--- config.mk ---
export PLATFORM = sky130hd
export DESIGN_NAME = melody_sequencer_flat
export DESIGN_NICKNAME = d
export VERILOG_FILES = /design/src/rtl/melody_pkg.sv /design/src/rtl/melody_sequencer_if.sv /design/src/rtl/pitch_to_div.sv /design/src/rtl/melody_sequencer.sv /design/src/flat_wrapper.sv
export SDC_FILE = /design/constraint.sdc
export NUM_CORES = 1
export LEC_CHECK = 0
export ABC_AREA = 1
export ABC_CLOCK_PERIOD_IN_PS = 2760
export CORE_AREA = 2 2 108 110
export CTS_CLUSTER_SIZE = 8
export DETAILED_ROUTE_END_ITERATION = 16
export DIE_AREA = 0 0 110 112
export HOLD_SLACK_MARGIN = 0.08
export PLACE_DENSITY_LB_ADDON = 0.08
export SYNTH_ARGS = -nofsm -noshare
export SYNTH_HDL_FRONTEND = slang
export SYNTH_HIERARCHICAL = 1
export SYNTH_SLANG_ARGS = --single-unit
--- constraint.sdc ---
create_clock -name osc_CLK -period 2.76 [get_ports osc_CLK]
set_input_delay 0.552 -clock osc_CLK [delete_from_list [all_inputs] [get_ports osc_CLK]]
set_output_delay 0.552 -clock osc_CLK [all_outputs]
set_load 0.005 [all_outputs]
--- src/rtl/melody_pkg.sv ---
// rtl/melody_pkg.sv - pitch codes, 50 MHz divider table, default song and FSM state type
package melody_pkg;

   typedef enum logic [1:0] {
      IDLE = 2'd0,
      PLAY = 2'd1,
      GAP  = 2'd2
   } state_t;

   localparam logic [3:0] P_REST = 4'd0;
   localparam logic [3:0] P_A4   = 4'd1;
   localparam logic [3:0] P_AS4  = 4'd2;
   localparam logic [3:0] P_B4   = 4'd3;
   localparam logic [3:0] P_C5   = 4'd4;
   localparam logic [3:0] P_CS5  = 4'd5;
   localparam logic [3:0] P_D5   = 4'd6;
   localparam logic [3:0] P_DS5  = 4'd7;
   localparam logic [3:0] P_E5   = 4'd8;
   localparam logic [3:0] P_F5   = 4'd9;
   localparam logic [3:0] P_FS5  = 4'd10;
   localparam logic [3:0] P_G5   = 4'd11;
   localparam logic [3:0] P_GS5  = 4'd12;
   localparam logic [3:0] P_A5   = 4'd13;

   // Half-period reload at 50 MHz: round(50e6/(2f)) - 1; rest and unused codes give 0.
   function automatic logic [15:0] pitch_div(input logic [3:0] pitch);
      case (pitch)
         P_A4:    return 16'd56817;
         P_AS4:   return 16'd53628;
         P_B4:    return 16'd50618;
         P_C5:    return 16'd47777;
         P_CS5:   return 16'd45095;
         P_D5:    return 16'd42565;
         P_DS5:   return 16'd40176;
         P_E5:    return 16'd37921;
         P_F5:    return 16'd35792;
         P_FS5:   return 16'd33783;
         P_G5:    return 16'd31887;
         P_GS5:   return 16'd30097;
         P_A5:    return 16'd28408;
         default: return 16'd0;
      endcase
   endfunction

   // Entry format {pitch, dur}; note lasts (dur+1) beat ticks.
   function automatic logic [7:0] song_entry(input logic [3:0] idx);
      case (idx)
         4'd0:    return {P_A4,   4'd1};
         4'd1:    return {P_CS5,  4'd3};
         4'd2:    return {P_REST, 4'd0};
         4'd3:    return {P_A5,   4'd1};
         default: return {P_REST, 4'd0};
      endcase
   endfunction

endpackage

--- src/rtl/melody_sequencer_if.sv ---
// rtl/melody_sequencer_if.sv - control and tone-output bundle; MELODY_OCTAVE_EN adds octave_up
interface melody_sequencer_if #(
   parameter int DIV_W = 16
);
   logic             start;
   logic             stop;
   logic             loop;
`ifdef MELODY_OCTAVE_EN
   logic             octave_up;
`endif
   logic [DIV_W-1:0] half_period;
   logic             mute;
   logic             busy;
   logic [3:0]       note_idx;
   logic             note_strobe;

`ifdef MELODY_OCTAVE_EN
   modport master (
      output start, stop, loop, octave_up,
      input  half_period, mute, busy, note_idx, note_strobe
   );
   modport slave (
      input  start, stop, loop, octave_up,
      output half_period, mute, busy, note_idx, note_strobe
   );
`else
   modport master (
      output start, stop, loop,
      input  half_period, mute, busy, note_idx, note_strobe
   );
   modport slave (
      input  start, stop, loop,
      output half_period, mute, busy, note_idx, note_strobe
   );
`endif
endinterface

--- src/rtl/pitch_to_div.sv ---
// rtl/pitch_to_div.sv - combinational pitch code to half-period divider map
module pitch_to_div
   import melody_pkg::*;
#(
   parameter int DIV_W = 16
) (
   input  logic [3:0]       i_pitch,
   output logic [DIV_W-1:0] o_div,
   output logic             o_mute
);
   logic [15:0] w_div16;

   // A zero divider marks both the rest code and unused codes as silent.
   always_comb begin
      w_div16 = pitch_div(i_pitch);
      o_div   = DIV_W'(w_div16);
      o_mute  = (w_div16 == 16'd0);
   end
endmodule

--- src/rtl/melody_sequencer.sv ---
// rtl/melody_sequencer.sv - steps the song table and drives half_period/mute to the tone generator
// Optional MELODY_OCTAVE_EN: octave_up at note load halves the period.
module melody_sequencer
   import melody_pkg::*;
#(
   parameter int CLK_HZ    = 50000000,
   parameter int TICK_HZ   = 16,
   parameter int GAP_CYC   = 500000,
   parameter int NUM_NOTES = 4,
   parameter int DIV_W     = 16
) (
   input  logic               osc_CLK,
   input  logic               rst_n,
   melody_sequencer_if.slave  bus
);
   localparam int TICK_CYC = (CLK_HZ / TICK_HZ > 0) ? CLK_HZ / TICK_HZ : 1;
   localparam int GAP_C    = (GAP_CYC > 0) ? GAP_CYC : 1;
   localparam int PW       = (TICK_CYC > 1) ? $clog2(TICK_CYC) : 1;
   localparam int GW       = (GAP_C > 1) ? $clog2(GAP_C) : 1;
   localparam logic [PW-1:0] PRESC_LAST = PW'(TICK_CYC - 1);
   localparam logic [GW-1:0] GAP_LAST   = GW'(GAP_C - 1);
   localparam logic [3:0]    LAST_IDX   = 4'(NUM_NOTES - 1);

   state_t           r_state;
   logic [3:0]       r_idx;
   logic [3:0]       r_dur;
   logic [3:0]       r_dur_cnt;
   logic [PW-1:0]    r_presc;
   logic [GW-1:0]    r_gap;
   logic [DIV_W-1:0] r_half;
   logic             r_mute;
   logic             r_busy;
   logic             r_strobe;

   logic [3:0]       w_load_idx;
   logic [7:0]       w_entry;
   logic [DIV_W-1:0] w_div;
   logic [DIV_W-1:0] w_div_load;
   logic             w_rest;
   logic             w_gap_done;
   logic             w_do_load;

   always_comb begin
      w_load_idx = 4'd0;
      if (r_state == GAP && r_idx < LAST_IDX) begin
         w_load_idx = r_idx + 4'd1;
      end
      w_entry = song_entry(w_load_idx);
   end

   pitch_to_div #(.DIV_W(DIV_W)) u_pitch_to_div (
      .i_pitch (w_entry[7:4]),
      .o_div   (w_div),
      .o_mute  (w_rest)
   );

`ifdef MELODY_OCTAVE_EN
   logic [DIV_W:0] w_div_inc;

   always_comb begin
      w_div_inc  = {1'b0, w_div} + (DIV_W+1)'(1);
      w_div_load = (bus.octave_up && !w_rest) ? w_div_inc[DIV_W:1] - DIV_W'(1) : w_div;
   end
`else
   always_comb begin
      w_div_load = w_div;
   end
`endif

   // stop outranks every load, including the end-of-gap advance.
   always_comb begin
      w_gap_done = (r_gap == GAP_LAST);
      w_do_load  = !bus.stop &&
                   ((r_state == IDLE && bus.start) ||
                    (r_state == GAP && w_gap_done && (r_idx < LAST_IDX || bus.loop)));
   end

   always_ff @(posedge osc_CLK) begin
      if (!rst_n) begin
         r_state   <= IDLE;
         r_idx     <= 4'd0;
         r_dur     <= 4'd0;
         r_dur_cnt <= 4'd0;
         r_presc   <= '0;
         r_gap     <= '0;
         r_half    <= '0;
         r_mute    <= 1'b1;
         r_busy    <= 1'b0;
         r_strobe  <= 1'b0;
      end else begin
         r_strobe <= 1'b0;
         case (r_state)
            IDLE: r_mute <= 1'b1;
            PLAY: begin
               if (bus.stop) begin
                  r_state <= IDLE;
                  r_mute  <= 1'b1;
                  r_busy  <= 1'b0;
               end else if (r_presc == PRESC_LAST) begin
                  r_presc <= '0;
                  if (r_dur_cnt == r_dur) begin
                     r_state <= GAP;
                     r_mute  <= 1'b1;
                     r_gap   <= '0;
                  end else begin
                     r_dur_cnt <= r_dur_cnt + 4'd1;
                  end
               end else begin
                  r_presc <= r_presc + PW'(1);
               end
            end
            GAP: begin
               if (bus.stop || w_gap_done) begin
                  r_state <= IDLE;
                  r_mute  <= 1'b1;
                  r_busy  <= 1'b0;
               end else begin
                  r_gap <= r_gap + GW'(1);
               end
            end
            default: r_state <= IDLE;
         endcase

         // A load overrides the end-of-gap exit above; rests keep the previous divider.
         if (w_do_load) begin
            r_state   <= PLAY;
            r_idx     <= w_load_idx;
            r_dur     <= w_entry[3:0];
            r_presc   <= '0;
            r_dur_cnt <= 4'd0;
            r_strobe  <= 1'b1;
            r_busy    <= 1'b1;
            r_mute    <= w_rest;
            if (!w_rest) begin
               r_half <= w_div_load;
            end
         end
      end
   end

   assign bus.half_period = r_half;
   assign bus.mute        = r_mute;
   assign bus.busy        = r_busy;
   assign bus.note_idx    = r_idx;
   assign bus.note_strobe = r_strobe;
endmodule

--- src/flat_wrapper.sv ---
// flat-port wrapper written by rule: the top's interface ports become plain ports
module melody_sequencer_flat import melody_pkg::*;
#(
   parameter int CLK_HZ    = 50000000,
   parameter int TICK_HZ   = 16,
   parameter int GAP_CYC   = 500000,
   parameter int NUM_NOTES = 4,
   parameter int DIV_W     = 16
)
  (osc_CLK, rst_n, bus_start, bus_stop, bus_loop, bus_half_period, bus_mute, bus_busy, bus_note_idx, bus_note_strobe);
  melody_sequencer_if #(.DIV_W(DIV_W)) bus_i ();
  input  logic osc_CLK;
  input  logic rst_n;
  input wire logic [$bits(bus_i.start)-1:0] bus_start;
  input wire logic [$bits(bus_i.stop)-1:0] bus_stop;
  input wire logic [$bits(bus_i.loop)-1:0] bus_loop;
  output wire logic [$bits(bus_i.half_period)-1:0] bus_half_period;
  output wire logic [$bits(bus_i.mute)-1:0] bus_mute;
  output wire logic [$bits(bus_i.busy)-1:0] bus_busy;
  output wire logic [$bits(bus_i.note_idx)-1:0] bus_note_idx;
  output wire logic [$bits(bus_i.note_strobe)-1:0] bus_note_strobe;
  assign bus_i.start = bus_start;
  assign bus_i.stop = bus_stop;
  assign bus_i.loop = bus_loop;
  assign bus_half_period = bus_i.half_period;
  assign bus_mute = bus_i.mute;
  assign bus_busy = bus_i.busy;
  assign bus_note_idx = bus_i.note_idx;
  assign bus_note_strobe = bus_i.note_strobe;
  melody_sequencer #(.CLK_HZ(CLK_HZ), .TICK_HZ(TICK_HZ), .GAP_CYC(GAP_CYC), .NUM_NOTES(NUM_NOTES), .DIV_W(DIV_W)) u_core (.osc_CLK(osc_CLK), .rst_n(rst_n), .bus(bus_i));
endmodule
======== Word level (Yosys, flattened, before mapping) ========
Memories as Yosys holds them, arrays and structs flattened.
Index checks and enable logic that the tools add are counted.
word-level totals
  memories kept ........................... 1
  register bits ........................... 74
  bits in read-only memories .............. 256
  bits in writable memories ............... 0
  bits in latches ......................... 0
  input bits .............................. 5
  output and inout bits ................... 23
  logic and storage cells ................. 90
operators by class
  eq/ne operators ......................... 19
  divide/modulo/power cells ............... 0
  reductions and logical operators ........ 24
  bitwise operators ....................... 5
  add/sub/neg operators ................... 4
  magnitude comparators ................... 1
  multipliers ............................. 0
  shift-type cells ........................ 0
  mux-type cells .......................... 25
memories
  memory            words  width  read ports  clocked after memory_dff  write ports  line              RTL
  (name not given)  16     16     1           0                         0            melody_pkg.sv:27  case (pitch)
operators by type and width
  operator                 count
  $mux W19                 4
  $pmux W19 S2             1
  $pmux W8 S3              1
  $add A22 B1 Y22 const B  1
  $eq A22 B22 Y1 const B   1
  $mux W22                 1
  $add A19 B1 Y19 const B  1
  $eq A19 B19 Y1 const B   1
  $logic_not A16 Y1        1
  $reduce_and A4 Y1        4
  $ne A3 B2 Y1 const B     4
  $mux W1                  10
  $add A4 B1 Y4 const B    2
  $mux W2                  4
  $ne A4 B2 Y1 const B     2
  $ne A2 B1 Y1 const B     3
  $ne A2 B2 Y1 const B     3
  $pmux W2 S3              1
  $logic_and A1 B1 Y1      5
  $not A1 Y1               5
  $reduce_and A5 Y1        1
  $eq A4 B1 Y1 const B     1
  $eq A4 B2 Y1 const B     1
  $eq A4 B4 Y1             1
  16 further kinds         19

======== Longest topological paths before layout ========
An unclocked memory read counts as a cell.
  word-level depth ........................ 9
  depth in mapped cells ................... 23
  gate-level depth less buffers ........... 22

======== By module ========
The synthesis kept the hierarchy.
modules (own cells, without submodules)
  module            instances  area an instance (µm²)  cells an instance  seq. area each (µm²)
  melody_sequencer  1          3,741.1                 562                1,441.4
  pitch_to_div      1          603.1                   116                0.0

======== Worst setup path after synthesis ========
Ideal clock, no wire load.
  path kind ............................... register -> register
  from .................................... register u_core.r_state[0]
  to ...................................... register u_core.r_half[7], in the netlist u_core/bus.half_period[7]
  required time ........................... 2,628 ps
  cell stages (with the launch flop) ...... 24
  arrival ................................. 2,905 ps
  clock period less this slack ............ 3,038 ps
  buffers on the path ..................... 1
  library setup time ...................... 132 ps
  slack ................................... -278 ps
  path through ............................ dfxtp_1 inv_1 ha_1 inv_1 nor3_1 nor2_1 inv_1 inv_1 ha_1 inv_1 nand2_1 nand2_1 nand2_1 nand2_1 inv_2 nand2_1 nor2_1 nand2_1 nor2_1 nand3b_4 clkinv_2 buf_6 nand2_1 a21oi_1
on the way
  word-level cells in the longest chain between the ends .. 9
  elaborated cells on any way between the ends .. 17
  classes of those cells .................. eq/ne: 3; mux: 2; bitwise: 1; reduce/logical: 10; memory: 1
RTL lines
  what                                        line                     RTL
  start: declaration                          melody_sequencer.sv:24   state_t r_state;
  start signal: assignment                    melody_sequencer.sv:80   r_state <= IDLE;
  start signal: assignment                    melody_sequencer.sv:96   r_state <= IDLE;
  start signal: assignment                    melody_sequencer.sv:102  r_state <= GAP;
  $eq A2 B2 Y1 *                              melody_sequencer.sv:45   if (r_state == GAP && r_idx < LAST_IDX) begin
  $logic_and A1 B1 Y1 *                       melody_sequencer.sv:45
  $mux W4 *                                   melody_sequencer.sv:45
  $eq A4 B2 Y1, or another cell as far along  melody_pkg.sv:47         case (idx)
  $pmux W8 S3 *                               melody_pkg.sv:47
  named net u_core.w_entry[6]                 melody_sequencer.sv:36   logic [7:0] w_entry;
  $mem_v2 Z16 W16 *                           n/a
  named net u_core.w_div[7]                   melody_sequencer.sv:37   logic [DIV_W-1:0] w_div;
  $logic_not A16 Y1 *                         pitch_to_div.sv:17       o_mute = (w_div16 == 16'd0);
  named net u_core.w_rest                     melody_sequencer.sv:39   logic w_rest;
  $not A1 Y1 (no source line) *               n/a
  $reduce_and A2 Y1 (no source line) *        n/a
  end signal: assignment                      melody_sequencer.sv:135  r_half <= w_div_load;
  end: declaration                            melody_sequencer.sv:30   logic [DIV_W-1:0] r_half;
Mark *: on every way through the listed nets, which the timed path passes. The rest lies on a longest branch.
A chain may end at the register's enable or synchronous reset.

======== Worst setup path after layout ========
  from .................................... register u_core.r_idx[1], in the netlist u_core/bus.note_idx[1]
  to ...................................... register u_core.r_half[11], in the netlist u_core/bus.half_period[11]
on the way
  word-level cells in the longest chain between the ends .. 9
  elaborated cells on any way between the ends .. 16
  classes of those cells .................. add/sub: 1; order compare: 1; eq/ne: 2; mux: 2; bitwise: 1; reduce/logical: 8; memory: 1
RTL lines
  what                                        line                     RTL
  start: declaration                          melody_sequencer.sv:25   logic [3:0] r_idx;
  start signal: assignment                    melody_sequencer.sv:127  r_idx <= w_load_idx;
  $lt A4 B2 Y1                                melody_sequencer.sv:45
  $logic_and A1 B1 Y1                         melody_sequencer.sv:45
  $mux W4 *                                   melody_sequencer.sv:45
  $eq A4 B2 Y1, or another cell as far along  melody_pkg.sv:47
  $pmux W8 S3 *                               melody_pkg.sv:47
  named net u_core.w_entry[6]                 melody_sequencer.sv:36
  $mem_v2 Z16 W16 *                           n/a
  $logic_not A16 Y1 *                         pitch_to_div.sv:17
  named net u_core.w_rest                     melody_sequencer.sv:39
  $not A1 Y1 (no source line) *               n/a
  $reduce_and A2 Y1 (no source line) *        n/a
Marks and branches as above.

==> flow_metrics.env <==
export IMPL_fp_dieW_um=110
export IMPL_crit_arrival_ps=2860
export IMPL_dr_first_iter_drc_count=178
export IMPL_post_place_ws_ps=51.08
export IMPL_vias_per_cell=4.813
export IMPL_synth_top_family_by_area="simple AND/OR/NAND/NOR gates"
export IMPL_htreeDepth=3
export IMPL_cpMaxStageDelayCell="dfxtp_4"
export IMPL_numCtsBuffers=9
export IMPL_ys_seq_elements=72
export IMPL_r2r_slack_ps=160
export IMPL_die_area_um2=12320
export IMPL_design_area_um2=5305
export IMPL_antenna_found_initial=0
export IMPL_status="finished, final reports clean"
export IMPL_ys_seq_area_frac=0.3318
export IMPL_grt_use_total=0.1909
export IMPL_critPathMaxFanout=7
export IMPL_utilization=0.4748
export IMPL_maxCapViolCount=0
export IMPL_max_freq_ghz=0.3852
export IMPL_seqCellArea_um2=1446
export IMPL_synthAdderAreaFrac=0.03744
export IMPL_coreArea_um2=11170
export IMPL_synthMuxAreaShare=0
export IMPL_start_util=0.3888
export IMPL_fin_crit_sh=0.9407
export IMPL_slew_headroom=0.6295
export IMPL_crit_path_end_kind="flop"
export IMPL_criticalPathCategory="reg2reg"
export IMPL_hold_slack_ps=458.7
export IMPL_cts_tree="yes"
export IMPL_nNetsFinal=738
export IMPL_fillers=1164
export IMPL_slew_violations=0
export IMPL_min_delay_path_depth=2
export IMPL_ys_warn_count=6
export IMPL_p_per_area_nw_per_um2=543.7
export IMPL_drive_above_1_share=0.1214
export IMPL_post_drt_wl_per_cell_um=12.57
export IMPL_cts_buffer_depth=2
export IMPL_dp_hpwl_mm=8.002
export IMPL_tightest_slew_ps=551.5
export IMPL_finalPower_mw=2.884
export IMPL_synth_avg_cell_area_um2=6.407
export IMPL_grt_ovfl_total=0
export IMPL_die_h_um=112
export IMPL_layout_common_cells="nand2_1 (195), nor2_1 (112), dfxtp_1 (70), inv_1 (62), a21oi_1 (42)"
export IMPL_layout_commonest_cell="nand2_1"
export IMPL_synth_distinct_cells=34
export IMPL_rows=39
export IMPL_crit_required_ps=3030
export IMPL_grt_pass1_vias=3931
export IMPL_fin_setup_tns_ps=0
export IMPL_r2r_end="u_core/bus.half_period[11]"
export IMPL_ant_nets=0
export IMPL_leakage_nw=2.066
export IMPL_critPathLaunchType="flop"
export IMPL_synthSimpleGateAreaFrac=0.3952
export IMPL_place_port_buffers=27
export IMPL_clock_sinks=72
export IMPL_clk_latency_ps=340
export IMPL_ir_drop_uv=251.9
export IMPL_grt_pass1_wl_mm=18.45
export IMPL_placedCellCount=849
export IMPL_multiInputGateArea_um2=2605
export IMPL_postPlaceCellArea_um2=4830
export IMPL_skew_ps=6.161
export IMPL_setup_viol=0
export IMPL_regToRegStartpoint="u_core/bus.note_idx[1]"
export IMPL_min_period_ps=2596
export IMPL_crit_top_cell="nand2_1"
export IMPL_r2r_worst_path_cells=20
export IMPL_drc_errors=0
export IMPL_cts_root_buf="clkbuf_16"
export IMPL_grt_max_degree=36
export IMPL_place_gp_congestion=0.8938
export IMPL_worstHoldPathType="reg2reg"
export IMPL_min_to="u_core/bus.note_idx[2]"
export IMPL_synth_area_um2=4344
export IMPL_clk_pin_slew_worst_paths_ps=60
export IMPL_netlist_instances=678
export IMPL_hold_violations=0
export IMPL_path_cells="ha_4 -> inv_2 -> nand2_2 -> nor3_4 -> nor2_2 -> inv_2 -> inv_2 -> buf_4 -> ha_2 -> nand2_1 -> nand2_1 -> a21oi_2 -> nand2_1 -> nor2_1 -> nand2_1 -> nor2_1 -> nand3b_4 -> clkbuf_16 -> nand2_1 -> a21oi_1"
export IMPL_num_io_pins=28
export IMPL_first_pass_iters=5
export IMPL_yosys_area_share_xor_xnor=0.06452
export IMPL_drt_total_wl_mm=10.91
export IMPL_finalWorstSetupSlack_ps=163.6
export IMPL_via_count=4178
export IMPL_n_antenna_cell=0
export IMPL_syn2layout_area_growth_pct=22.12
export IMPL_synth_compound_area_share=0.07805
export IMPL_slowest_delay_ps=350
export IMPL_hold_path_startpoint="u_core/bus.note_idx[2]"
export IMPL_final_cells=868
[per-layer routing]
layer  vias up  GRT usage  part of all wire
met2        53     0.2957              0.45
met1      1909     0.2565              0.51
met3         8    0.04508             0.028
met4         0    0.07004             0.013
met5         -          0                 0
li1       2208          -                 -
[how the worst max path moves through the flow]
stage / from / end / slack (ps) / cells after the start
final: u_core/bus.note_idx[1] / u_core/bus.half_period[11] / 160 / 20
after global routing: u_core/bus.note_idx[1] / u_core/bus.half_period[11] / -20 / 19
after CTS: u_core/bus.note_idx[1] / u_core/bus.half_period[11] / 30 / 20
after detailed placement: u_core/bus.note_idx[0] / u_core/bus.half_period[11] / 50 / 20
after global placement: u_core/bus.note_idx[1] / u_core/bus.half_period[0] / 120 / 20
after floorplan: u_core/bus.note_idx[0] / u_core/bus.half_period[7] / 20 / 23
[what timing repair did]
item,in CTS,in global routing
resized for setup,0,23
endpoints found under the setup margin,0,17
setup buffers,0,2
hold buffers,0,0
[cell usage after synthesis (all sizes together)]
| cell type | number | area (um^2) |
|---|---|---|
| xnor2 | 7 | 61.31 |
| nor3 | 13 | 75.07 |
| conb | 1 | 3.750 |
| xor2 | 25 | 219.0 |
| clkbuf | 6 | 22.52 |
| a21oi | 46 | 245.2 |
| nand2 | 211 | 824.5 |
| inv | 73 | 274.0 |
| o21ai | 11 | 58.80 |
| nor4 | 1 | 6.260 |
| or2 | 1 | 6.260 |
| nand3b | 1 | 20.02 |
| nand4 | 14 | 87.58 |
| nand3 | 44 | 235.2 |
| dfxtp | 72 | 1441 |
| ha | 13 | 162.7 |
| buf | 11 | 87.58 |
| nor2 | 119 | 461.7 |
| o21bai | 1 | 7.510 |
| o22ai | 3 | 18.77 |
| clkinv | 4 | 16.26 |
| a31o | 1 | 8.760 |
[logic make-up (layout without fill, tap and decap cells)]
logic type / count (synthesis) / in the layout
simple gates: 404 / 404
buf+inv: 94 / 136
flops: 72 / 72
compound gates: 62 / 62
xor+xnor: 32 / 32
fa+ha+maj: 13 / 13
other cells: 1 / 6
[report_power, final]
| group | total (mW) | internal (mW) | switching, mW |
|---|---|---|---|
| Combinational | 0.410 | 0.154 | 0.256 |
| Clock | 1.38 | 0.930 | 0.450 |
| Sequential | 1.09 | 1.07 | 0.0229 |
[registers in the layout, indices dropped and copies added, names as in the netlist]
name	flops
u_core/r_presc	22
u_core/r_gap	19
u_core/bus.half_period	16
u_core/bus.note_idx	4
u_core/r_dur_cnt	4
u_core/r_dur	2
u_core/r_state	2
u_core/bus.busy	1
u_core/bus.mute	1
u_core/bus.note_strobe	1
[final cells by class]
| type | count | share of cell area |
|---|---|---|
| inverters | 77 | 0.05637 |
| flip-flops and latches | 72 | 0.2726 |
| well taps | 143 | 0.03373 |
| repair buffers | 43 | 0.07925 |
| clock inverters | 5 | 0.01934 |
| multi-input cells | 517 | 0.4910 |
| clock buffers | 11 | 0.04764 |
[worst max-delay path, delay by kind of cell, from the launching register on]
family                   cells  cell delay [ps]
AO/OA/AOI/OAI                2              280
flip-flops                   1              350
adder cells (fa/ha/maj)      2              330
AND/OR/NAND/NOR             11             1060
buffers and inverters        5              480
Note: power is estimated with default switching activity, not from simulation.
==> RTL change 1, RTL diff (same flow settings) <==
Reset style: asynchronous (`rst_n`), changed in one clocked block.
--- a/src/rtl/melody_sequencer.sv
+++ b/src/rtl/melody_sequencer.sv
@@ -75,7 +75,7 @@
                     (r_state == GAP && w_gap_done && (r_idx < LAST_IDX || bus.loop)));
    end
 
-   always_ff @(posedge osc_CLK) begin
+   always_ff @(posedge osc_CLK or negedge rst_n) begin
       if (!rst_n) begin
          r_state   <= IDLE;
          r_idx     <= 4'd0;
Behaviour: differs if rst_n is asserted again (counterexample within 4 cycles, from zero or initial values and one cycle with rst_n low); with rst_n held inactive, the same outputs for 10 cycles.
==> RTL change 1 against the original RTL <==
- worst setup slack improved by 0.0067 ns
- wire length up 11%
- clock skew fell by 0.0011 ns
- count of clock-buffer cells in the layout is the same
- sequential cell count unchanged
- synthesized cell count rose by 1.2%
- cell count grew 0.92%
- final area is 9.5% higher
- synthesized area increased by 12%
- hold slack got worse by 0.11 ns
- critical endpoint is now u_core/bus.half_period[3]
Power is not compared: it rests on default switching activity, and its combinational part moved more than twofold at a synthesized area within 25%.
==> RTL change 1: results (changes against the original RTL) <==
status=complete, no violations (unchanged); Crit Path Max Fanout=16 (was 7); Non-Filler Instances=876 (was 868); gpl congestion=0.9044 (was 0.8938); DR WL/cell=13.79 um (was 12.57 um); top post-synthesis cells by area=dfrtp_1, nand2_1, inv_1 (was dfxtp_1, nand2_1, nor2_1); Layout Skew=0.005079 ns (was 0.006161 ns); initial antenna violation count=0 (unchanged); top_reg_cell synth=dfrtp_1 (was dfxtp_1); vias in the first global route=4417 (was 3931); first-pass GRT wire length=20760 um (was 18450 um); Synth cell types=37 (was 34); Rel. slew slack=38.85% (was 62.95%); Fin Hold WS=0.3525 ns (was 0.4587 ns); multi-input combinational cell area=0.002688 mm^2 (was 0.002605 mm^2); Reg2Reg Launch Point=u_core/bus.note_idx[0] (was u_core/bus.note_idx[1]); dpl hpwl=8541 um (was 8002 um); Critical Path Slowest Stage Cell=dfrtp_1 (was dfxtp_4); largest net degree at the start of global routing=73 (was 36); DP Worst Slack=0.06553 ns (was 0.05108 ns); critical path arrival=2.83 ns (was 2.86 ns); Global Route Usage Sum=21.40% (was 19.09%); Worst R2R End=u_core/bus.half_period[3] (was u_core/bus.half_period[11]); Post-synth top cells=nand2_1, inv_1, nor2_1, dfrtp_1, nand3_1 (was nand2_1, nor2_1, dfxtp_1, inv_1, a21oi_1); H-tree depth=3 (unchanged); Hold Crit Class=in2async (was reg2reg); number of flip-flops in the largest register=22 (unchanged); fill cell count=1104 (was 1164); WL met3=420 um (was 306 um); Placed Instance Area=0.005339 mm^2 (was 0.004830 mm^2); Placed Cells=858 (was 849); Mapped Cells=686 (was 678); Async S/R FF share, synth=100.0% (was 0%); met2 wire length=5644 um (was 4935 um); Detailed Route Iter0 Violations=223 (was 178); total number of yosys warnings=6 (unchanged); M1 WL=5823 um (was 5531 um); fin crit share=93.83% (was 94.07%); CP peak stage delay=0.38 ns (was 0.35 ns); layout net count=746 (was 738); vias per cell=5.051 (was 4.813)
## RTL change 1: changes by cell type in the layout (fill, tap and decap cells not counted), moves of 18 or more
cell,change
o21ai_2,+18
dfrtp_1,+71
dfxtp_1,-70
o21ai_0,+26
a21oi_1,-34
nand2_1,-21
nor2_1,-36
## RTL change 1: final cells by class
cell class | instances | area share (%)
clock buffers | 11 | 4.178
flip-flops and latches | 72 | 31.04
multi-input cells | 514 | 46.26
well taps | 143 | 3.080
repair buffers | 44 | 7.624
clock inverters | 5 | 2.197
inverters | 87 | 5.621
## RTL change 1: power groups by stage
stage | registers, mW | clock network, mW | logic, mW
after floorplan | 1.35 | 0 | 0.492
after global placement | 1.36 | 0 | 0.857
after detailed placement | 1.36 | 0 | 0.868
after CTS | 1.35 | 1.50 | 0.870
after global routing | 1.38 | 1.54 | 1.00
final | 1.35 | 1.45 | 0.895
## RTL change 1: layer usage
metal  up-vias  global-route usage, %
li1       2269                      -
met1      2053                  29.42
met2        86                  33.21
met3        17                  4.098
met4         0                  7.932
met5         -                      0
## RTL change 1: cell families (layout without fill, tap and decap cells)
family                   count (synthesis)  in the layout  synth area share (%)
buffers and inverters                  107            147                 9.400
AO/OA/AOI/OAI                           83             83                 10.40
AND/OR/NAND/NOR                        387            387                 35.51
adder cells (fa/ha/maj)                 13             13                 3.348
flip-flops                              72             72                 37.11
other                                    1              8               0.07719
XOR/XNOR                                23             23                 4.146
## RTL change 1: what timing repair did
action                                  in CTS  in global routing
hold buffers                                 0                  0
endpoints found under the setup margin       0                 17
gates resized for setup                      0                 14
==> RTL change 2, RTL diff (same flow settings) <==
Made on the original files. `TICK_HZ` is set to 16 in 2 places; all go to 32.
--- a/src/rtl/melody_sequencer.sv
+++ b/src/rtl/melody_sequencer.sv
@@ -4,7 +4,7 @@
    import melody_pkg::*;
 #(
    parameter int CLK_HZ    = 50000000,
-   parameter int TICK_HZ   = 16,
+   parameter int TICK_HZ   = 32,
    parameter int GAP_CYC   = 500000,
    parameter int NUM_NOTES = 4,
    parameter int DIV_W     = 16
--- a/src/flat_wrapper.sv
+++ b/src/flat_wrapper.sv
@@ -2,7 +2,7 @@
 module melody_sequencer_flat import melody_pkg::*;
 #(
    parameter int CLK_HZ    = 50000000,
-   parameter int TICK_HZ   = 16,
+   parameter int TICK_HZ   = 32,
    parameter int GAP_CYC   = 500000,
    parameter int NUM_NOTES = 4,
    parameter int DIV_W     = 16
Function: no difference found for any inputs over 10 cycles, from zero or initial values and one cycle with rst_n low; that may be too few to reach the edited logic, so the function may still have changed.
==> RTL change 2 against the original RTL <==
- synthesized area grew 2.2%
- sequential cell count shrank 1
- largest cell class unchanged
- largest power group unchanged
- first-iteration DRC count grew 9.0%
- via count shrank 3.6%
- worst setup slack lost 0.075 ns
- wire length shrank 2.0%
- hold slack lost 0.017 ns
- final area shrank 0.38%
- power shrank 3.3%
==> RTL change 2: results (changes against the original RTL) <==
largest delay contributor family on the critical path=simple AND/OR/NAND/NOR gates (unchanged); sequential share of the synthesized area=32.01% (was 33.18%); Min-Delay Startpoint=u_core/bus.note_idx[3] (was u_core/bus.note_idx[2]); Power Total=2.790 mW (was 2.884 mW); Rel. slew slack=61.37% (was 62.95%); number of flip-flops in the largest register=21 (was 22); Critical Path Slowest Stage Cell=dfxtp_1 (was dfxtp_4); top post-synthesis cells by area=dfxtp_1, nand2_1, nor2_1 (unchanged); worst setup path start=u_core/bus.note_idx[0] (was u_core/bus.note_idx[1]); Routed Wire Length=10690 um (was 10910 um); post-synthesis compound-gate area fraction=9.665% (was 7.805%); status=complete, no violations (unchanged); via count=4029 (was 4178); Synth Area in XOR/XNOR=5.917% (was 6.452%); TritonRoute pass-1 iters=4 (was 5); Layout Skew=0.006785 ns (was 0.006161 ns); dpl hpwl=7718 um (was 8002 um); layout cell share with drive strength beyond 1=18.09% (was 12.14%); Post-synth top cells=nand2_1, nor2_1, dfxtp_1, inv_1, nand2_2 (was nand2_1, nor2_1, dfxtp_1, inv_1, a21oi_1); Leakage=2.024 nW (was 2.066 nW); layout net count=726 (was 738); multiplexer share of the synthesized area=0% (unchanged); vias in the first global route=3755 (was 3931); Port Buffer Count=27 (unchanged); Synth cell types=36 (was 34); Mapped Cells=665 (was 678); DR WL/cell=12.49 um (was 12.57 um); Placed Cells=835 (was 849); DP Worst Slack=-0.03122 ns (was 0.05108 ns); net switching power figure=0.7832 mW (was 0.7288 mW); CP peak stage delay=0.32 ns (was 0.35 ns); critical path arrival=2.94 ns (was 2.86 ns); maximum VDD drop=0.2923 mV (was 0.2519 mV); Detailed Route Iter0 Violations=194 (was 178); first-pass GRT wire length=17570 um (was 18450 um); largest net degree at the start of global routing=34 (was 36); Global Route Usage Sum=18.23% (was 19.09%); Post-Synth Adder-Cell Area=3.663% (was 3.744%); fill cell count=1163 (was 1164)
RTL change 2: cell types whose count changed in the layout (fill, tap and decap cells not counted), moves of 5 or more:
cell	before	now
nand2_1	195	172
a21oi_1	42	23
nand3_1	41	33
nor2_1	112	106
xor2_1	25	20
nor3_1	10	5
nand2_2	15	35
a21oi_2	4	24
RTL change 2: per-layer routing:
metal  vias to the layer above  share of wire [%]  global-route usage [%]
met1                      1835                 49                   23.50
met4                         0                1.5                   7.595
met2                        41                 47                   29.41
met5                         -                  0                       0
li1                       2144                  -                       -
met3                         9                2.3                   3.571
RTL change 2: what timing repair did:
action | 4_1_cts | 5_1_grt
pin swaps | 0 | 4
cloned | 0 | 1
buffers inserted | 0 | 4
hold buffers | 0 | 0
resized for setup | 1 | 12
endpoints found under the setup margin | 16 | 17
RTL change 2: power by group through the flow:
stage	registers, mW	logic (mW)	clock network [mW]
after detailed placement	1.11	0.479	0
after floorplan	1.11	0.342	0
after global placement	1.11	0.479	0
after global routing	1.10	0.557	1.27
final	1.09	0.505	1.19
after CTS	1.09	0.483	1.22
RTL change 2: cell families after synthesis:
logic type      count (synthesis)
compound gates                 65
other cells                     1
flops                          71
buf+inv                        98
fa+ha+maj                      13
xor+xnor                       30
simple gates                  387
RTL change 2: worst min-delay path, cell delays in order (launching register included):
cell     delay (ns)
dfxtp_1        0.32
inv_1          0.05
nor2_1         0.03
RTL change 2: final timing paths:
kind | to | slack (ns) | cells after the start
worst min register to register | u_core/bus.note_idx[3] | 0.44 | 2
worst max register to register | u_core/bus.half_period[15] | 0.09 | 17
worst min-delay path | u_core/bus.note_idx[3] | 0.44 | 2
worst max-delay path | u_core/bus.half_period[15] | 0.09 | 17
RTL change 2: final cells by class:
class	instances	share of cell area (%)
clock inverters	2	0.7339
clock buffers	14	4.995
flip-flops and latches	71	26.89
inverters	79	5.753
repair buffers	46	8.452
multi-input cells	501	49.79
well taps	143	3.385
RTL change 2: stage by stage:
stage	area, um^2	utilization, %
after global placement	4885	43.71
after global routing	5285	47.30
after detailed placement	4885	43.71
final	5285	47.30
after floorplan	4459	-
after CTS	5191	46.46
